### config.mk
export PLATFORM = sky130hd
export DESIGN_NAME = motor_pwm_drv
export DESIGN_NICKNAME = d
export VERILOG_FILES = /design/src/rtl/motor_pkg.sv /design/src/rtl/pwm_period_cnt.sv /design/src/rtl/motor_pwm_drv.sv
export SDC_FILE = /design/constraint.sdc
export NUM_CORES = 1
export LEC_CHECK = 0
export CAP_MARGIN = 25
export CORE_MARGIN = 2
export CORE_UTILIZATION = 40
export CTS_BUF_LIST = sky130_fd_sc_hd__clkbuf_2
export DETAILED_ROUTE_END_ITERATION = 7
export HOLD_SLACK_MARGIN = 0.08
export SYNTH_ARGS = -nofsm -noshare
export SYNTH_HDL_FRONTEND = slang
export SYNTH_SLANG_ARGS = --single-unit
### constraint.sdc
create_clock -name sys_clk -period 5.9 [get_ports sys_clk]
set_input_delay 0.59 -clock sys_clk [delete_from_list [all_inputs] [get_ports sys_clk]]
set_output_delay 0.59 -clock sys_clk [all_outputs]
set_load 0.05 [all_outputs]
### src/rtl/motor_pkg.sv
// rtl/motor_pkg.sv - shared types, constants and slew helper for the motor PWM driver
// Contents: state_t (IDLE/RUN/STOPPING), DIR_FWD/DIR_REV, DUTY_W, wide_t, step_toward().
package motor_pkg;

    localparam int DUTY_W = 13;

    typedef enum logic [1:0] {
        IDLE     = 2'd0,
        RUN      = 2'd1,
        STOPPING = 2'd2
    } state_t;

    localparam logic DIR_FWD = 1'b0;
    localparam logic DIR_REV = 1'b1;

    // One bit wider than a duty value so cur + step cannot wrap.
    typedef logic [DUTY_W:0] wide_t;

    // Move cur toward goal by at most step. It lands exactly on goal when
    // closer than step. A decrement clamps at goal, and goal is never below 0,
    // so the value never wraps.
    function automatic logic [DUTY_W-1:0] step_toward(
        input logic [DUTY_W-1:0] cur,
        input logic [DUTY_W-1:0] goal,
        input wide_t             step
    );
        wide_t c;
        wide_t g;
        wide_t up;
        wide_t dn;
        c  = {1'b0, cur};
        g  = {1'b0, goal};
        up = c + step;
        dn = (c > step) ? (c - step) : '0;
        if (c < g) begin
            step_toward = (up > g) ? goal : up[DUTY_W-1:0];
        end else begin
            step_toward = (dn < g) ? goal : dn[DUTY_W-1:0];
        end
    endfunction

endpackage

### src/rtl/pwm_period_cnt.sv
// rtl/pwm_period_cnt.sv - free-running PWM period counter with registered end-of-period tick
// Ports: sys_clk, sys_rst_n (async active-low); cnt = 0..PERIOD-1;
//        period_tick = high while cnt == PERIOD-1.
module pwm_period_cnt #(
    parameter int PERIOD = 5000,
    parameter int CNT_W  = 13
) (
    input  logic             sys_clk,
    input  logic             sys_rst_n,
    output logic [CNT_W-1:0] cnt,
    output logic             period_tick
);

    localparam logic [CNT_W-1:0] LAST = CNT_W'(PERIOD - 1);
    localparam logic [CNT_W-1:0] PRE  = CNT_W'(PERIOD - 2);

    always_ff @(posedge sys_clk or negedge sys_rst_n) begin
        if (!sys_rst_n) begin
            cnt         <= '0;
            period_tick <= 1'b0;
        end else begin
            cnt         <= (cnt == LAST) ? '0 : cnt + 1'b1;
            // Registered: it is decoded one count early so it lines up with cnt == LAST.
            period_tick <= (cnt == PRE);
        end
    end

endmodule

### src/rtl/motor_pwm_drv.sv
// rtl/motor_pwm_drv.sv - glitch-free H-bridge PWM drive with period-aligned duty updates
// Ports: sys_clk, sys_rst_n (async active-low); mod (target duty, clock counts);
//        run, dir (0 fwd / 1 rev); pwm_in1/pwm_in2 (bridge drive); duty_cur;
//        period_tick; busy (state STOPPING).
// Option: MOTOR_PWM_SOFT_RAMP_EN limits duty slew to STEP per period. Without it,
//         the duty value jumps straight to its goal.
module motor_pwm_drv
    import motor_pkg::*;
#(
    parameter int PERIOD = 5000,
    parameter int STEP   = 50
) (
    input  logic              sys_clk,
    input  logic              sys_rst_n,
    input  logic [DUTY_W-1:0] mod,
    input  logic              run,
    input  logic              dir,
    output logic              pwm_in1,
    output logic              pwm_in2,
    output logic [DUTY_W-1:0] duty_cur,
    output logic              period_tick,
    output logic              busy
);

`ifdef MOTOR_PWM_SOFT_RAMP_EN
    localparam bit RAMP_ON = 1'b1;
`else
    localparam bit RAMP_ON = 1'b0;
`endif

    localparam logic [DUTY_W-1:0] PERIOD_V = DUTY_W'(PERIOD);
    // Without ramping, a slew of PERIOD covers any distance, so the duty value jumps.
    localparam wide_t             SLEW_V   = wide_t'(RAMP_ON ? STEP : PERIOD);

    logic [DUTY_W-1:0] cnt;
    logic [DUTY_W-1:0] tgt;
    logic [DUTY_W-1:0] goal;
    logic [DUTY_W-1:0] duty_nxt;
    state_t            state;
    state_t            state_nxt;
    logic              cur_dir;
    logic              cur_dir_nxt;

    pwm_period_cnt #(
        .PERIOD (PERIOD),
        .CNT_W  (DUTY_W)
    ) u_cnt (
        .sys_clk     (sys_clk),
        .sys_rst_n   (sys_rst_n),
        .cnt         (cnt),
        .period_tick (period_tick)
    );

    assign tgt = (mod > PERIOD_V) ? PERIOD_V : mod;

    // Next state is evaluated every cycle but only committed on period_tick.
    // On each tick the duty value steps toward the goal of the state being
    // entered: tgt when entering or staying in RUN, 0 otherwise. As a result,
    // a stop starts falling on the tick that leaves RUN, and a restart starts
    // rising on the tick that enters RUN.
    always_comb begin
        state_nxt   = state;
        cur_dir_nxt = cur_dir;
        goal        = '0;
        case (state)
            IDLE: begin
                if (run) begin
                    state_nxt   = RUN;
                    cur_dir_nxt = dir;
                end
            end
            RUN: begin
                if (!run || (dir != cur_dir)) begin
                    state_nxt = STOPPING;
                end
            end
            STOPPING: begin
                if (duty_cur == '0) begin
                    if (run) begin
                        state_nxt   = RUN;
                        cur_dir_nxt = dir;
                    end else begin
                        state_nxt = IDLE;
                    end
                end
            end
            default: state_nxt = IDLE;
        endcase
        if (state_nxt == RUN) begin
            goal = tgt;
        end
        duty_nxt = step_toward(duty_cur, goal, SLEW_V);
        busy     = (state == STOPPING);
    end

    always_ff @(posedge sys_clk or negedge sys_rst_n) begin
        if (!sys_rst_n) begin
            state    <= IDLE;
            cur_dir  <= DIR_FWD;
            duty_cur <= '0;
            pwm_in1  <= 1'b0;
            pwm_in2  <= 1'b0;
        end else begin
            if (period_tick) begin
                state    <= state_nxt;
                cur_dir  <= cur_dir_nxt;
                duty_cur <= duty_nxt;
            end
            // Both legs come from the same registered cur_dir, so they can
            // never be high together. cur_dir only changes while the duty value is 0.
            pwm_in1 <= (cur_dir == DIR_FWD) && (cnt < duty_cur);
            pwm_in2 <= (cur_dir == DIR_REV) && (cnt < duty_cur);
        end
    end

endmodule
After elaboration in Yosys (flattened, before gate mapping)
Cells that the tools add are included.
{ "word_totals": {"input_bits": 17, "ff_bits": 32, "out_inout_bits": 17, "elab_cells": 47} }
{ "classes": {"addsub": 3, "n_eq_ne": 7, "mux": 15, "bitwise": 1, "reduce_logical": 8, "magnitude_cmp": 6} }
{ "ops": {"columns": ["op", "n"], "rows": [
  ["two-way mux 13 bit", 6],
  ["equality test 13 bit (second input constant)", 2],
  ["greater-than comparator 13 bit (second input constant)", 2],
  ["< comparator 13 bit", 2],
  ["adder 13 x 13 -> 14 bit (second input constant)", 1],
  ["greater-than comparator 14 x 13 -> 1 bit", 1],
  ["< comparator 14 x 13 -> 1 bit", 1],
  ["two-way mux 14 bit", 1],
  ["subtractor 13 x 13 -> 14 bit (second input constant)", 1],
  ["adder 13 x 1 -> 13 bit (second input constant)", 1],
  ["zero test 13 bit", 1],
  ["two-way mux 2 bit", 3],
  ["case mux 2 bit (3 select lines)", 1],
  ["equality test 2 x 1 -> 1 bit (second input constant)", 2],
  ["two-way mux 1 bit", 3],
  ["AND reduction 3 bit", 1],
  ["equality test 2 bit (second input constant)", 1],
  ["logical AND 1 bit", 2],
  ["zero test 2 bit", 1],
  ["inequality test 2 x 1 -> 1 bit (second input constant)", 1],
  ["case mux 1 bit (2 select lines)", 1],
  ["nonzero test 2 bit", 1],
  ["zero test 1 bit", 1],
  ["logical OR 1 bit", 1],
  ["2 further kinds", 2]
]} }

Depth between registers and ports, before layout
{ "depth": {"ltp_word": 9, "mapped_depth": 16} }

By module
From an unflattened synthesis, not the netlist that was laid out.
{ "unflattened": {"cells_unflattened": 385, "area_unflattened_um2": 3364.5} }
{ "modules_own_cells": {"columns": ["module", "area_per_inst_um2", "instances", "cells_per_inst"], "rows": [
  ["motor_pwm_drv", 2672.6, 1, 325],
  ["pwm_period_cnt", 691.9, 1, 60]
]} }

Worst setup path after synthesis
Ideal clock, no wire load.
{ "synth_timing": {"path_type": "reg2reg", "start": "register duty_cur[5]", "end": "register duty_cur[0]", "path_stages_with_launch": 16, "slack_ns": 2.009, "required_time_ns": 5.775, "arrival_ns": 3.766, "path_cell_list": "dfrtp_1 -> buf_4 -> nor3_1 -> and4_1 -> a22o_1 -> buf_2 -> o21ai_0 -> ha_1 -> nand4_1 -> or4_1 -> o211ai_1 -> nand3_1 -> nand2b_4 -> buf_6 -> and3_4 -> mux2_4"} }
{ "synth_between": {"elab_chain_len": 8} }
{ "synth_rtl": {"columns": ["item", "line_no", "source"], "rows": [
  ["from (decl)", "motor_pwm_drv.sv:20", "output logic [DUTY_W-1:0] duty_cur,"],
  ["from (signal assigned)", "motor_pwm_drv.sv:107", "duty_cur <= duty_nxt;"],
  ["zero test 13 bit", "motor_pwm_drv.sv:78", "if (duty_cur == '0) begin"],
  ["two-way mux 2 bit", "motor_pwm_drv.sv:78", null],
  ["case mux 2 bit (3 select lines)", "motor_pwm_drv.sv:65", "case (state)"],
  ["equality test 2 x 1 -> 1 bit", "motor_pwm_drv.sv:89", "if (state_nxt == RUN) begin"],
  ["two-way mux 13 bit", "motor_pwm_drv.sv:89", null],
  ["< comparator 14 x 13 -> 1 bit or greater-than comparator 14 x 13 -> 1 bit (tied branches)", "motor_pkg.sv:38, motor_pkg.sv:36", null],
  ["two-way mux 13 bit (on tied branches)", "motor_pkg.sv:38, motor_pkg.sv:36", null],
  ["two-way mux 13 bit (*)", "motor_pkg.sv:35", "if (c < g) begin"]
]} }
Every way passes the cells marked *; elsewhere a longest branch is shown, timed or not.
A chain may end at the register's enable or synchronous reset.

Final worst setup path
{ "layout_timing": {"start": "register duty_cur[6]", "end": "register duty_cur[0]"} }
The elaborated chain is that of the path after synthesis.

==> summary.txt <==
Logic synthesis
  – Synth top area cells: dfrtp_1, ha_1, xnor2_1, nor2_1, nand3_1
  – Syn_area_per_cell: 8.662 sq um
  – Most instantiated cells after synthesis: ha_1, nor2_1, dfrtp_1
  – Synthesized net count: 456
  – Post-synth cell types: 61
  – Largest area contributor in the synthesized netlist: dfrtp_1
  – #FFs+latches synth: 32
  – Number of enable flip-flop cells after synthesis: 0
  – Sequential fraction of the synthesis area: 23.83%
  – Synthesized area: 0.003361 sq mm
  – Synth Warn #: 0
  – Async SR Flop Fraction: 100.0%
  – Most common cell in the synthesized netlist: ha_1
  – Yosys top cell area share: 23.83%
  – Post-Syn Instances: 388
  – Most frequently used flop master after synthesis: dfrtp_1

Detailed routing
  – Drt first pass iters: 5
  – Wire per inst: 17.57 microns
  – Via/cell ratio: 5.763
  – Vias: 3,020
  – DRC Markers: 0
  – Antenna Violating Nets Remaining: 0
  – Iteration-0 DRC Markers: 163
  – Post-Route WL: 9208 microns

STA
  – Finish-stage setup viols: 0
  – Final Max Slew Viols: 0
  – Minimum clock period: 4619 ps
  – Worst Max-Slew Pin Slew: 735.8 ps
  – FMAX: 216.5 MHz
  – Unrepaired setup endpoints after global routing: false
  – Setup TNS: 0 ps
  – Clk_skew: 15.69 ps
  – Crit share post-route: 78.29%
  – Final setup margin: 1281 ps
  – Final hold vios: 0
  – Hold Slack: 501.6 ps
  – Relative slew margins: 50.62%

Critical path
  – Startpoint types: register
  – Worst Path Required: 6220 ps
  – Worst path slowest cell: dfrtp_1
  – R2r setup slk: 1280 ps
  – Worst path arrival time: 4940 ps
  – Setup CP Type: reg -> reg
  – Critical Path, Cell by Cell: nor4_2 > and4_1 > a22o_1 > o21ai_0 > ha_1 > nand4_1 > or4_1 > o211ai_1 > nand3_1 > nand2b_4 > and3_4 > mux2_4
  – Crit Path Max Fanout: 12
  – Critical Path Max Stage Delay: 590 ps
  – Reg2reg start: duty_cur[6]
  – CP endpoint kind: register
  – Worst setup path startpoint: duty_cur[6]

Placement
  – Routability cong.: 0.8484
  – Post-DP HPWL: 7237 microns
  – Port Buffers: 33
  – DP Worst Slack: 1132 ps

CTS
  – Num CTS Buffers: 5
  – Post-CTS Setup Bufs: 0
  – Root buf cell: clkbuf_2
  – CTS tree: built
  – # H-tree levels: 2
  – Sink Count: 32
  – Clock buffer depth: 2
  – Post-CTS Resized: 0
  – Post-CTS Hold Buffers: 0
  – Clock Pin Slew Worst Setup and Hold Paths: 190 ps
  – Skew-Pair Late Insertion Delay: 400 ps

Power and ir drop
  – Max IR drop VDD: 0.00009782 V
  – Power density over the cells: 139.6 mW/mm^2
  – Final Total Pwr: 534.9 uW
  – Leakage power: 1.671 nW

Cells and area
  – Share of cells above drive strength 1: 7.637%
  – Layout area overhead: 14.00%
  – Nets: 486
  – Antenna cell count: 0

GRT
  – Largest net degree at the start of global routing: 33
  – Initial antenna violation count: 0
  – Vias in the first global route: 3,042
  – First-pass GRT wire length: 15,250 microns
  – GRT Total Usage: 21.69%
  – GRT Residual Overflow: 0

Status
  – Status: completed

Run
  – Max Cap Viol: 0

Floorplan
  – Die Area: 0.009151 sq mm
  – Die Span X: 95.66 microns
  – Floorplan row count: 33
  – Initial Util: 41.11%
  – IO Pins: 34
  – Vert. Die Dim: 95.66 microns
  – Core ar.: 0.008175 sq mm

Hold path
  – Hold wc startpoint: cur_dir
  – Hold/Removal Path Class: reg -> reg
==> worst paths after layout <==
check / end / cells past startpoint
max in group asynchronous: u_cnt.period_tick / 2
worst max register to register: duty_cur[0] / 12
worst min-delay path: pwm_in1 / 1
worst max-delay path: duty_cur[0] / 12
worst min register to register: pwm_in1 / 1
min in group asynchronous: duty_cur[6] / 2
==> critical path: cells and delay by family (launching register included) <==
| kind | cells | cell delay [ps] |
|---|---|---|
| adders and majority gates | 1 | 430 |
| DFF | 1 | 590 |
| and+or+nand+nor | 7 | 2310 |
| muxes | 1 | 290 |
| AOI/OAI and AO/OA | 3 | 900 |
==> per-layer routing <==
| layer | vias up | wire length, microns | global-route usage (%) |
|---|---|---|---|
| li1 | 1495 | - | - |
| met1 | 1425 | 4102 | 28.36 |
| met2 | 86 | 4450 | 36.48 |
| met3 | 14 | 450 | 3.478 |
| met4 | 0 | 204 | 6.905 |
| met5 | - | 0 | 0 |
==> flip-flops by register name (all words and copies together), names as in the netlist <==
register           count
duty_cur              13
u_cnt.cnt             13
state                  2
cur_dir                1
pwm_in1                1
pwm_in2                1
u_cnt.period_tick      1
==> cell usage in the layout (no fill, tap or decap), types with 10 or more instances in the layout <==
master	instances
ha_1	51
nor2_1	35
clkdlybuf4s50_1	33
dfrtp_1	32
nand2_1	25
inv_1	24
nand3_1	21
a21oi_1	20
o21ai_0	18
xnor2_1	17
and3_1	10
==> layout make-up <==
type / instances / area (sq um)
Fill cell: 787 / 4344
Multi-Input combinational cell: 319 / 2391
Sequential cell: 32 / 800.8
Timing Repair Buffer: 36 / 352.8
Tap cell: 105 / 131.4
Inverter: 24 / 90.09
Clock inverter: 2 / 35.03
Clock buffer: 6 / 30.03
==> report_power, final <==
group          internal, mW  switching [mW]  leakage, nW
clock network        0.0729          0.0844       0.0430
logic                0.0590          0.0848         1.22
registers             0.223          0.0106        0.411
total                 0.355           0.180         1.67
==> stage by stage <==
step / utilization [%] / cells / area [sq um]
CTS: 46.86 / 524 / 3831
detailed placement: 46.07 / 516 / 3766
global placement: 46.07 / 516 / 3766
floorplan: - / 388 / 3361
finish: 46.86 / 524 / 3831
global route: 46.86 / 524 / 3831
==> kinds of logic after synthesis <==
group,after synthesis,synth area share (%)
buffers and inverters,37,5.026
and+or+nand+nor,134,21.41
xor gates and xnor gates,24,6.255
AOI/OAI and AO/OA,97,20.55
other,1,0.1116
muxes,12,3.835
DFF,32,23.83
adders and majority gates,51,18.99
No activity file was read; power rests on OpenSTA's default activity.
